### config.mk
export PLATFORM = sky130hd
export DESIGN_NAME = iob_uart_lite
export DESIGN_NICKNAME = d
export VERILOG_FILES = /design/src/rtl/iob_uart_lite.sv
export SDC_FILE = /design/constraint.sdc
export NUM_CORES = 1
export LEC_CHECK = 0
export BUFFER_PORTS_ARGS = -buffer_cell sky130_fd_sc_hd__buf_2
export CAP_MARGIN = 5
export CORE_MARGIN = 8
export CORE_UTILIZATION = 30
export CTS_BUF_LIST = sky130_fd_sc_hd__clkbuf_4 sky130_fd_sc_hd__clkbuf_8
export DETAILED_ROUTE_END_ITERATION = 7
export GPL_ROUTABILITY_DRIVEN = 1
export GPL_TIMING_DRIVEN = 0
export HOLD_SLACK_MARGIN = 0.1
export PLACE_DENSITY = 0.53
export SLEW_MARGIN = 40
export SYNTH_ARGS = -nofsm -noshare
export SYNTH_HDL_FRONTEND = slang
export SYNTH_SLANG_ARGS = --single-unit
### constraint.sdc
create_clock -name clk -period 5.3 [get_ports clk]
set_input_delay 0 -clock clk [delete_from_list [all_inputs] [get_ports clk]]
set_output_delay 0 -clock clk [all_outputs]
set_load 0.02 [all_outputs]
### src/rtl/iob_uart_lite.sv
// iob_uart_lite: memory-mapped 8N1 UART responder on the native
// valid/address/wdata/wstrb/rdata/ready bus.
//
// Word address map: 0 SOFTRESET(W) 1 DIV(W) 2 TXDATA(W) 3 TXEN(W)
//                   4 TXREADY(R) 5 RXDATA(R, pops) 6 RXEN(W) 7 RXREADY(R)
//
// Build option: define UART_LITE_RXFIFO_EN for a 4-entry receive FIFO;
// otherwise the receiver keeps a single holding register.
module iob_uart_lite #(
    parameter int DATA_W = 32,
    parameter int ADDR_W = 3,
    parameter int DIV_W  = 16
) (
    input  logic                clk,
    input  logic                rst,
    input  logic                valid,
    input  logic [ADDR_W-1:0]   address,
    input  logic [DATA_W-1:0]   wdata,
    input  logic [DATA_W/8-1:0] wstrb,
    output logic [DATA_W-1:0]   rdata,
    output logic                ready,
    output logic                txd,
    input  logic                rxd
);

    localparam logic [ADDR_W-1:0] A_SOFTRESET = ADDR_W'(0);
    localparam logic [ADDR_W-1:0] A_DIV       = ADDR_W'(1);
    localparam logic [ADDR_W-1:0] A_TXDATA    = ADDR_W'(2);
    localparam logic [ADDR_W-1:0] A_TXEN      = ADDR_W'(3);
    localparam logic [ADDR_W-1:0] A_TXREADY   = ADDR_W'(4);
    localparam logic [ADDR_W-1:0] A_RXDATA    = ADDR_W'(5);
    localparam logic [ADDR_W-1:0] A_RXEN      = ADDR_W'(6);
    localparam logic [ADDR_W-1:0] A_RXREADY   = ADDR_W'(7);

    // Shared encoding for the TX and RX frame machines.
    localparam logic [1:0] ST_IDLE  = 2'd0;
    localparam logic [1:0] ST_START = 2'd1;
    localparam logic [1:0] ST_DATA  = 2'd2;
    localparam logic [1:0] ST_STOP  = 2'd3;

    // Bus-side registers and decoded strobes
    logic              access;
    logic              is_write;
    logic              soft_rst;
    logic              div_we;
    logic              txdata_we;
    logic              txen_we;
    logic              rxen_we;
    logic              rx_pop;
    logic [DATA_W-1:0] rd_value;
    logic [DIV_W-1:0]  div_q;
    logic [DIV_W-1:0]  div_eff;
    logic [DIV_W-1:0]  div_half;
    logic              tx_en;
    logic              rx_en;

    // Transmitter
    logic [1:0]        tx_state;
    logic [DIV_W-1:0]  tx_cnt;
    logic [2:0]        tx_bit;
    logic [7:0]        tx_shift;
    logic              tx_go;
    logic              tx_ready;
    logic              tx_load;

    // Receiver
    logic [1:0]        rx_state;
    logic [DIV_W-1:0]  rx_cnt;
    logic [2:0]        rx_bit;
    logic [7:0]        rx_shift;
    logic              rxd_q;
    logic              rx_push;
    logic              push_ok;
    logic              rx_ready;
    logic [7:0]        rx_head;

    logic              unused_wdata;
    assign unused_wdata = ^wdata[DATA_W-1:DIV_W];

    // Divisor values below 4 behave as 4 so the mid-bit sample point stays sane.
    assign div_eff  = (div_q < DIV_W'(4)) ? DIV_W'(4) : div_q;
    assign div_half = div_eff >> 1;

    assign access   = valid & ~ready;
    assign is_write = |wstrb;
    assign tx_ready = (tx_state == ST_IDLE) & tx_en & ~tx_go;
    assign tx_load  = txdata_we & tx_ready;

    // Decode one bus access into register strobes and the read value.
    // NOTE: every output gets a default first so no path leaves a latch.
    always_comb begin
        soft_rst  = 1'b0;
        div_we    = 1'b0;
        txdata_we = 1'b0;
        txen_we   = 1'b0;
        rxen_we   = 1'b0;
        rx_pop    = 1'b0;
        rd_value  = '0;
        if (access && is_write) begin
            case (address)
                A_SOFTRESET: soft_rst  = wdata[0];
                A_DIV:       div_we    = 1'b1;
                A_TXDATA:    txdata_we = 1'b1;
                A_TXEN:      txen_we   = 1'b1;
                A_RXEN:      rxen_we   = 1'b1;
                default:     ;
            endcase
        end else if (access) begin
            case (address)
                A_TXREADY: rd_value = DATA_W'(tx_ready);
                A_RXDATA: begin
                    rd_value = rx_ready ? DATA_W'(rx_head) : '0;
                    rx_pop   = rx_ready;
                end
                A_RXREADY: rd_value = DATA_W'(rx_ready);
                default:   ;
            endcase
        end
    end

    // Acknowledge, registered read data and the configuration registers.
    // NOTE: sequential state uses non-blocking assignments so every flop
    // samples the pre-edge values regardless of statement order.
    always_ff @(posedge clk) begin
        if (rst) begin
            ready <= 1'b0;
            rdata <= '0;
            div_q <= '0;
            tx_en <= 1'b0;
            rx_en <= 1'b0;
        end else begin
            ready <= access;
            rdata <= rd_value;
            if (div_we)  div_q <= wdata[DIV_W-1:0];
            if (txen_we) tx_en <= wdata[0];
            if (rxen_we) rx_en <= wdata[0];
        end
    end

    // Transmit machine: a latched byte starts a frame on the following edge,
    // so txd falls one cycle after the acknowledge; txd is driven as a flop.
    always_ff @(posedge clk) begin
        if (rst || soft_rst) begin
            tx_state <= ST_IDLE;
            tx_cnt   <= '0;
            tx_bit   <= '0;
            tx_shift <= '0;
            tx_go    <= 1'b0;
            txd      <= 1'b1;
        end else begin
            if (tx_load) begin
                tx_go    <= 1'b1;
                tx_shift <= wdata[7:0];
            end
            case (tx_state)
                ST_IDLE: begin
                    txd <= 1'b1;
                    if (tx_go) begin
                        tx_go    <= 1'b0;
                        tx_state <= ST_START;
                        tx_cnt   <= '0;
                        txd      <= 1'b0;
                    end
                end
                ST_START: begin
                    if (tx_cnt == div_eff - DIV_W'(1)) begin
                        tx_state <= ST_DATA;
                        tx_cnt   <= '0;
                        tx_bit   <= '0;
                        txd      <= tx_shift[0];
                        tx_shift <= tx_shift >> 1;
                    end else begin
                        tx_cnt <= tx_cnt + DIV_W'(1);
                    end
                end
                ST_DATA: begin
                    if (tx_cnt == div_eff - DIV_W'(1)) begin
                        tx_cnt <= '0;
                        if (tx_bit == 3'd7) begin
                            tx_state <= ST_STOP;
                            txd      <= 1'b1;
                        end else begin
                            tx_bit   <= tx_bit + 3'd1;
                            txd      <= tx_shift[0];
                            tx_shift <= tx_shift >> 1;
                        end
                    end else begin
                        tx_cnt <= tx_cnt + DIV_W'(1);
                    end
                end
                default: begin
                    if (tx_cnt == div_eff - DIV_W'(1)) begin
                        tx_state <= ST_IDLE;
                        tx_cnt   <= '0;
                    end else begin
                        tx_cnt <= tx_cnt + DIV_W'(1);
                    end
                end
            endcase
        end
    end

    // A good stop bit hands the byte to the buffer on the sampling edge.
    assign rx_push = rx_en && (rx_state == ST_STOP) && (rx_cnt == div_eff) && rxd;

    // Receive machine: rx_cnt counts cycles since the previous sample point;
    // the start bit is checked at DIV/2, later bits every DIV cycles.
    always_ff @(posedge clk) begin
        if (rst || soft_rst) begin
            rx_state <= ST_IDLE;
            rx_cnt   <= '0;
            rx_bit   <= '0;
            rx_shift <= '0;
            rxd_q    <= 1'b1;
        end else begin
            rxd_q <= rxd;
            if (!rx_en) begin
                rx_state <= ST_IDLE;
            end else begin
                case (rx_state)
                    ST_IDLE: begin
                        if (rxd_q && !rxd) begin
                            rx_state <= ST_START;
                            rx_cnt   <= DIV_W'(1);
                        end
                    end
                    ST_START: begin
                        if (rx_cnt == div_half) begin
                            rx_state <= rxd ? ST_IDLE : ST_DATA;
                            rx_cnt   <= DIV_W'(1);
                            rx_bit   <= '0;
                        end else begin
                            rx_cnt <= rx_cnt + DIV_W'(1);
                        end
                    end
                    ST_DATA: begin
                        if (rx_cnt == div_eff) begin
                            rx_shift <= {rxd, rx_shift[7:1]};
                            rx_cnt   <= DIV_W'(1);
                            if (rx_bit == 3'd7) rx_state <= ST_STOP;
                            else                rx_bit   <= rx_bit + 3'd1;
                        end else begin
                            rx_cnt <= rx_cnt + DIV_W'(1);
                        end
                    end
                    default: begin
                        if (rx_cnt == div_eff) rx_state <= ST_IDLE;
                        else                   rx_cnt   <= rx_cnt + DIV_W'(1);
                    end
                endcase
            end
        end
    end

`ifdef UART_LITE_RXFIFO_EN
    logic [7:0] fifo_mem [4];
    logic [1:0] rd_ptr;
    logic [1:0] wr_ptr;
    logic [2:0] count;

    assign rx_ready = (count != 3'd0);
    assign rx_head  = fifo_mem[rd_ptr];
    assign push_ok  = rx_push & ((count != 3'd4) | rx_pop);

    // FIFO pointers and occupancy; a pop frees a slot for a same-cycle push.
    always_ff @(posedge clk) begin
        if (rst || soft_rst) begin
            rd_ptr <= '0;
            wr_ptr <= '0;
            count  <= '0;
        end else begin
            if (rx_pop)  rd_ptr <= rd_ptr + 2'd1;
            if (push_ok) wr_ptr <= wr_ptr + 2'd1;
            case ({push_ok, rx_pop})
                2'b10:   count <= count + 3'd1;
                2'b01:   count <= count - 3'd1;
                default: ;
            endcase
        end
    end

    // FIFO storage.
    // NOTE: storage is not reset; the occupancy count alone decides validity.
    always_ff @(posedge clk) begin
        if (push_ok) fifo_mem[wr_ptr] <= rx_shift;
    end
`else
    logic [7:0] hold_q;
    logic       hold_full;

    assign rx_ready = hold_full;
    assign rx_head  = hold_q;
    assign push_ok  = rx_push & (~hold_full | rx_pop);

    // Single holding register; a push while full is dropped unless popped now.
    always_ff @(posedge clk) begin
        if (rst || soft_rst) begin
            hold_q    <= '0;
            hold_full <= 1'b0;
        end else begin
            if (rx_pop) hold_full <= 1'b0;
            if (push_ok) begin
                hold_q    <= rx_shift;
                hold_full <= 1'b1;
            end
        end
    end
`endif

endmodule

==> reports/results.ini, run 1 <==
[run_status]
status=finished clean

[place]
gp_congestion=0.810
portBuffers=36
place_ws_ns=0.273
placed_cell_area_sq_um=6490
dp_hpwl_um=11800

[clock_network]
htree_num_levels=3
clockBufferDepth=2
cts_root_buf=clkbuf_8
cts_tree=built
cts_sinks=97
cts_setup_buffers=0
cts.clk_slew.worst_paths_ns=0.13
cts_made_buffers=9
clock_latency_ns=0.40

[critical_path]
cp-start-kind=register
path_class=reg -> reg
reg2regPathDepth=12
regToRegStartpoint=div_q[8]$_SDFFE_PP0P_
reg2reg_to=tx_shift[4]$_SDFF_PP0_
cp-end-kind=register
cp.required_ns=5.63
critPathSlowestCell=o41ai_2
cpPeakStageDelay_ns=0.66
rrSetupSlack_ns=0.39
crit_fanout=9
crit_arrival_ns=5.25
path_cells=clkbuf_1, or3_1, o41ai_2, ha_1, nor3b_1, and3_1, and4_1, o22ai_1, or4_1, nor4_4, mux2_2, a31oi_1

[sta]
worst_slew_pin_slew_ns=0.816
maxSlewHeadroom_pct=45.6
maxSlewViolCount=0
finalClockSkew_ns=0.0279
setup-tns-final_ns=0
rsz0062_at_grt=no
period_share_pct=92.7
hold_viol=0
fin_hold_ws_ns=0.122
final-setup-viol-count=0
setup_ws_ns=0.385
max_freq_mhz=203
timing.final.crit_period_ns=4.91

[min_path]
min_path_cells=4
hold_path_class=in -> reg
min_to=hold_full$_SDFFE_PP0P_
worstHoldStart=address[0]

[synth]
ys.flop_type=dfxtp_1
ys_warn_count=0
ys_seq_area_share_pct=33.0
synthCells=717
synthTopCellsByArea=dfxtp_1, xor2_1, nand2_1
synth_edf_count=0
synth_top_area_cell=dfxtp_1
synthesis.area_sq_um=5890
syn_avg_cell_area_sq_um=8.22
yosys.cell_types.count=67
ys_ff_latch=97
synth_top_area_share_pct=33.0
async_flop_share_pct=0

[finish]
nets=865
final_cell_mix=dfxtp_1, nand2_1, xor2_1, nor2_1
final_cell_area_sq_um=6970
layout-drive-gt1-share_pct=15.2
final_common_cell=dfxtp_1
fillerInstances=2088
diodes=0
area_growth_pct=18.3

[drt]
dr_total_vias=5284
wl_per_cell_um=14.8
viasPerCell=4.89
wl_um=16000
drc=0
dr.pass1.iters=5
dr.first_iter.drc_count=301
ant_nets=0

[floorplan]
ios=77
initial_core_util_pct=30.4
core_area_sq_um=19400
die_h_um=156
fp.dieW_um=156
std_cell_rows=51
die_area_sq_um=24400

[global_routing]
grt_usage_pct=13.2
grt_pass1_wl_um=26200
grt_pass1_vias=4967
grt-ovfl-total=0
grt_antenna_before_repair=0
grt_max_degree=22

[power_and_ir_drop]
p_switching_mw=0.522
swShare_pct=33.3
peakVddDrop_mv=0.105
p_int_mw=1.05
power.leakage_nw=2.74
pwr-share-clk_pct=33.1
power_frac_comb_pct=19.0
p_per_area_nw_per_um2=225
share_seq_of_total_power_pct=47.9

[flow_run]
drv_cap=0

==> metrics by stage <==
step	cells	utilization [%]	power, mW
after detailed placement	1041	33.5	1.05
final	1081	35.9	1.57
after CTS	1081	35.8	1.58
after global placement	1041	33.5	1.05
after floorplan	740	-	0.970
after global routing	1081	35.9	1.65
==> critical path, delay by kind of cell, from the launching register on <==
kind                       cells  cell delay (ns)
muxes                          1             0.40
AOI/OAI and AO/OA              3             0.97
buffers and inverters          1             0.26
DFF                            1             0.32
adders and majority gates      1             0.33
and+or+nand+nor                6             2.55
==> state kept, by name, indices dropped and copies added (netlist names), 3 cells and up <==
name,cells
rx_bit,3
rdata,8
div_q,16
tx_cnt,16
tx_bit,3
rx_shift,8
tx_shift,8
rx_cnt,16
hold_q,8
==> per-layer routing <==
metal	GRT usage, %	wire, um	part of all wire (%)	up-vias
li1	-	-	-	2690
met1	17.4	7780	49	2492
met2	21.3	7390	46	90
met3	2.88	567	3.5	12
met4	3.66	231	1.4	0
met5	0	0	0	-
==> cell families (layout without fill, tap and decap cells) <==
logic type               Yosys count  after routing  share of synthesized area [%]
other                              1             24                         0.0636
AND/OR/NAND/NOR                  284            284                           25.7
flip-flops                        97             97                           33.0
adder cells (fa/ha/maj)           11             11                           2.34
AO/OA/AOI/OAI                    130            130                           15.1
multiplexers                      35             35                           6.24
buffers and inverters             92            168                           7.64
XOR/XNOR                          67             67                           9.96
==> power groups by stage <==
stage | logic, mW | clock network [mW] | registers (mW)
CTS | 0.293 | 0.535 | 0.751
detailed placement | 0.279 | 0 | 0.768
floorplan | 0.203 | 0 | 0.767
global route | 0.327 | 0.567 | 0.753
global placement | 0.278 | 0 | 0.768
finish | 0.298 | 0.518 | 0.751
==> Yosys cell counts, types with 3 or more instances <==
master and count:
a211o_1 4, a21oi_1 29, a31o_2 3, a31oi_1 15, and2_1 8, and3_1 15, buf_2 6, buf_4 24
clkbuf_1 42, dfxtp_1 97, ha_1 11, inv_1 18, mux2_2 14, mux2i_1 21, nand2_1 68, nand2b_1 7
nand3_1 41, nand3b_1 3, nand4_1 15, nor2_1 51, nor2b_1 8, nor3_1 17, nor3b_1 7, nor4_1 14
nor4b_1 3, o211ai_1 6, o21a_1 10, o21ai_0 28, o311ai_0 9, o31ai_1 3, or3_1 5, or4_1 3
or4_4 3, xnor2_1 16, xor2_1 51
==> area by class of cell <==
type	count	area (sq um)	area share, %
sequential	97	1940	27.9
clock inverter	7	98.8	1.42
timing repair buffer	60	420	6.03
inverter	18	67.6	0.969
buffer	74	383	5.49
tap	265	332	4.76
multi-input combinational	551	3600	51.7
clock buffer	9	124	1.78
==> worst max path at each step <==
stage                                start                       to
finish               div_q[8]$_SDFFE_PP0P_   tx_shift[4]$_SDFF_PP0_
global placement    div_q[12]$_SDFFE_PP0P_   tx_cnt[9]$_SDFFE_PP0N_
CTS                  div_q[8]$_SDFFE_PP0P_  tx_cnt[11]$_SDFFE_PP0N_
detailed placement  div_q[12]$_SDFFE_PP0P_  tx_cnt[11]$_SDFFE_PP0N_
global route         div_q[8]$_SDFFE_PP0P_  tx_cnt[11]$_SDFFE_PP0N_
floorplan           div_q[10]$_SDFFE_PP0P_   tx_shift[0]$_SDFF_PP0_
==> timing repair <==
item                                   in CTS  in global routing
gates resized for setup                     0                  0
endpoints found under the hold margin      35                  0
hold buffers                               24                  0
Power figures use the tool's default switching activity.
==> inputs of run 2 (changes only) <==
PLACE_DENSITY = 0.52   (was 0.53)
==> run 2 against run 1 <==
Sequential share of layout area hardly changed. Register-to-register slack worse by 0.05 ns. Utilization down 0.052 points. Highest routed layer unchanged. Total power shrank 0.28%. Hold slack gained 0.053 ns. Count of clock-buffer cells in the layout unchanged. Non-clock buffer count unchanged. Die area did not move. Via count down 1.5%. Setup slack lost 0.050 ns.
==> reports/results.ini, run 2 (synthesized netlist as in run 1, its figures left out) <==
[run_status]
status=finished clean

[global_routing]
grt_usage_pct=13.2
grt_pass1_wl_um=26100
grt_antenna_before_repair=0
grt_max_degree=22
grt-ovfl-total=0
grt_pass1_vias=4943

[critical_path]
reg2regPathDepth=12
rrSetupSlack_ns=0.33
reg2reg_to=tx_shift[4]$_SDFF_PP0_
path_class=reg -> reg
crit_arrival_ns=5.30
cp-start-kind=register
cp-end-kind=register
crit_fanout=9
regToRegStartpoint=div_q[8]$_SDFFE_PP0P_
cp.required_ns=5.63

[drt]
met1Wirelength_um=7710
met2_length_um=7310
wl_um=15700
highest_layer=met4
routed-wl-met3_um=533
wl_per_cell_um=14.5
dr.pass1.iters=5
drc=0
dr_total_vias=5206
viasPerCell=4.82
ant_nets=0
dr.first_iter.drc_count=254

[finish]
layout-drive-gt1-share_pct=15.1
nets=865
instances_no_fill=1081
final_cell_mix=dfxtp_1, nand2_1, xor2_1, nor2_1
top_regs=div_q: 16 flops, rx_cnt: 16 flops, tx_cnt: 16 flops
area_growth_pct=18.1
diodes=0
fillerInstances=2066
final_common_cell=dfxtp_1

[clock_network]
cts_setup_buffers=0
cts_root_buf=clkbuf_8
cts_made_buffers=9
clockBufferDepth=2
cts_sinks=97
htree_num_levels=3
post_cts_resized=0
cts.clk_slew.worst_paths_ns=0.12
cts_tree=built
clock_latency_ns=0.40

[sta]
fin_hold_ws_ns=0.175
timing.final.crit_period_ns=4.97
setup_ws_ns=0.335
setup-tns-final_ns=0
finalClockSkew_ns=0.0186
max_freq_mhz=201
final-setup-viol-count=0
hold_viol=0
worst_slew_pin_slew_ns=0.698
rsz0062_at_grt=no
maxSlewHeadroom_pct=53.1
maxSlewViolCount=0
period_share_pct=93.7

[floorplan]
die_h_um=156
fp.dieW_um=156
std_cell_rows=51
die_area_sq_um=24400
initial_core_util_pct=30.4
ios=77
core_area_sq_um=19400

[min_path]
min_path_cells=5
worstHoldStart=wstrb[2]
hold_path_class=in -> reg
min_to=rdata[4]$_SDFF_PP0_

[place]
gp_congestion=0.807
dp_hpwl_um=11800
dp.cells=1041
portBuffers=36
place_ws_ns=0.299

[power_and_ir_drop]
power.leakage_nw=2.74
p_per_area_nw_per_um2=225
peakVddDrop_mv=0.112

[flow_run]
drv_cap=0

[run 2: cell count changes in the layout (fill, tap and decap cells not counted), sizes merged]
cell / delta
clkinv: -1
inv: +1
[run 2: worst max-delay path by stage]
stage,startpoint,end,slack [ns],depth (start not counted)
finish,div_q[8]$_SDFFE_PP0P_,tx_shift[4]$_SDFF_PP0_,0.33,12
global route,div_q[14]$_SDFFE_PP0P_,tx_shift[3]$_SDFF_PP0_,0.04,13
CTS,div_q[8]$_SDFFE_PP0P_,tx_cnt[11]$_SDFFE_PP0N_,0.25,13
detailed placement,div_q[12]$_SDFFE_PP0P_,tx_cnt[11]$_SDFFE_PP0N_,0.30,13
global placement,div_q[12]$_SDFFE_PP0P_,tx_cnt[11]$_SDFFE_PP0N_,0.30,13
floorplan,div_q[10]$_SDFFE_PP0P_,tx_shift[0]$_SDFF_PP0_,1.23,12
[run 2: layer usage]
metal  GRT usage (%)  up-vias
met5               0        -
met1            17.8     2411
met2            21.3       93
met4            3.20        0
met3            2.49       11
li1                -     2691
[run 2: through the flow]
step | cell area, sq um | utilization, % | power, mW
3_5_place_dp | 6490 | 33.5 | 1.05
4_1_cts | 6950 | 35.8 | 1.58
2_1_floorplan | 5980 | - | 0.970
3_3_place_gp | 6490 | 33.5 | 1.04
5_1_grt | 6960 | 35.9 | 1.65
6_report | 6960 | 35.9 | 1.56
[run 2: final cells by class]
| type | count | area [sq um] | share of cell area [%] |
|---|---|---|---|
| multi-input combinational | 551 | 3600 | 51.7 |
| sequential | 97 | 1940 | 27.9 |
| timing repair buffer | 60 | 420 | 6.04 |
| buffer | 74 | 383 | 5.50 |
| tap | 265 | 332 | 4.76 |
| clock buffer | 9 | 124 | 1.78 |
| clock inverter | 7 | 93.8 | 1.35 |
| inverter | 18 | 67.6 | 0.971 |
[run 2: worst max-delay path: stages (launching register included)]
cell	delay (ns)
dfxtp_1	0.32
clkbuf_1	0.27
or3_1	0.49
o41ai_2	0.66
ha_1	0.33
nor3b_1	0.37
and3_1	0.31
and4_1	0.21
o22ai_1	0.14
or4_1	0.59
nor4_4	0.62
mux2_2	0.41
a31oi_1	0.16
[run 2: power breakdown]
part           internal, mW  switching [mW]  leakage, nW
sequential            0.740          0.0110        0.782
combinational         0.113           0.183         1.85
clock                 0.192           0.324        0.107
total                  1.04           0.518         2.74
[run 2: repair_timing]
action                                 in CTS  in global routing
hold buffers                               24                  0
endpoints found under the hold margin      37                  0
setup endpoints to repair                   0                  0
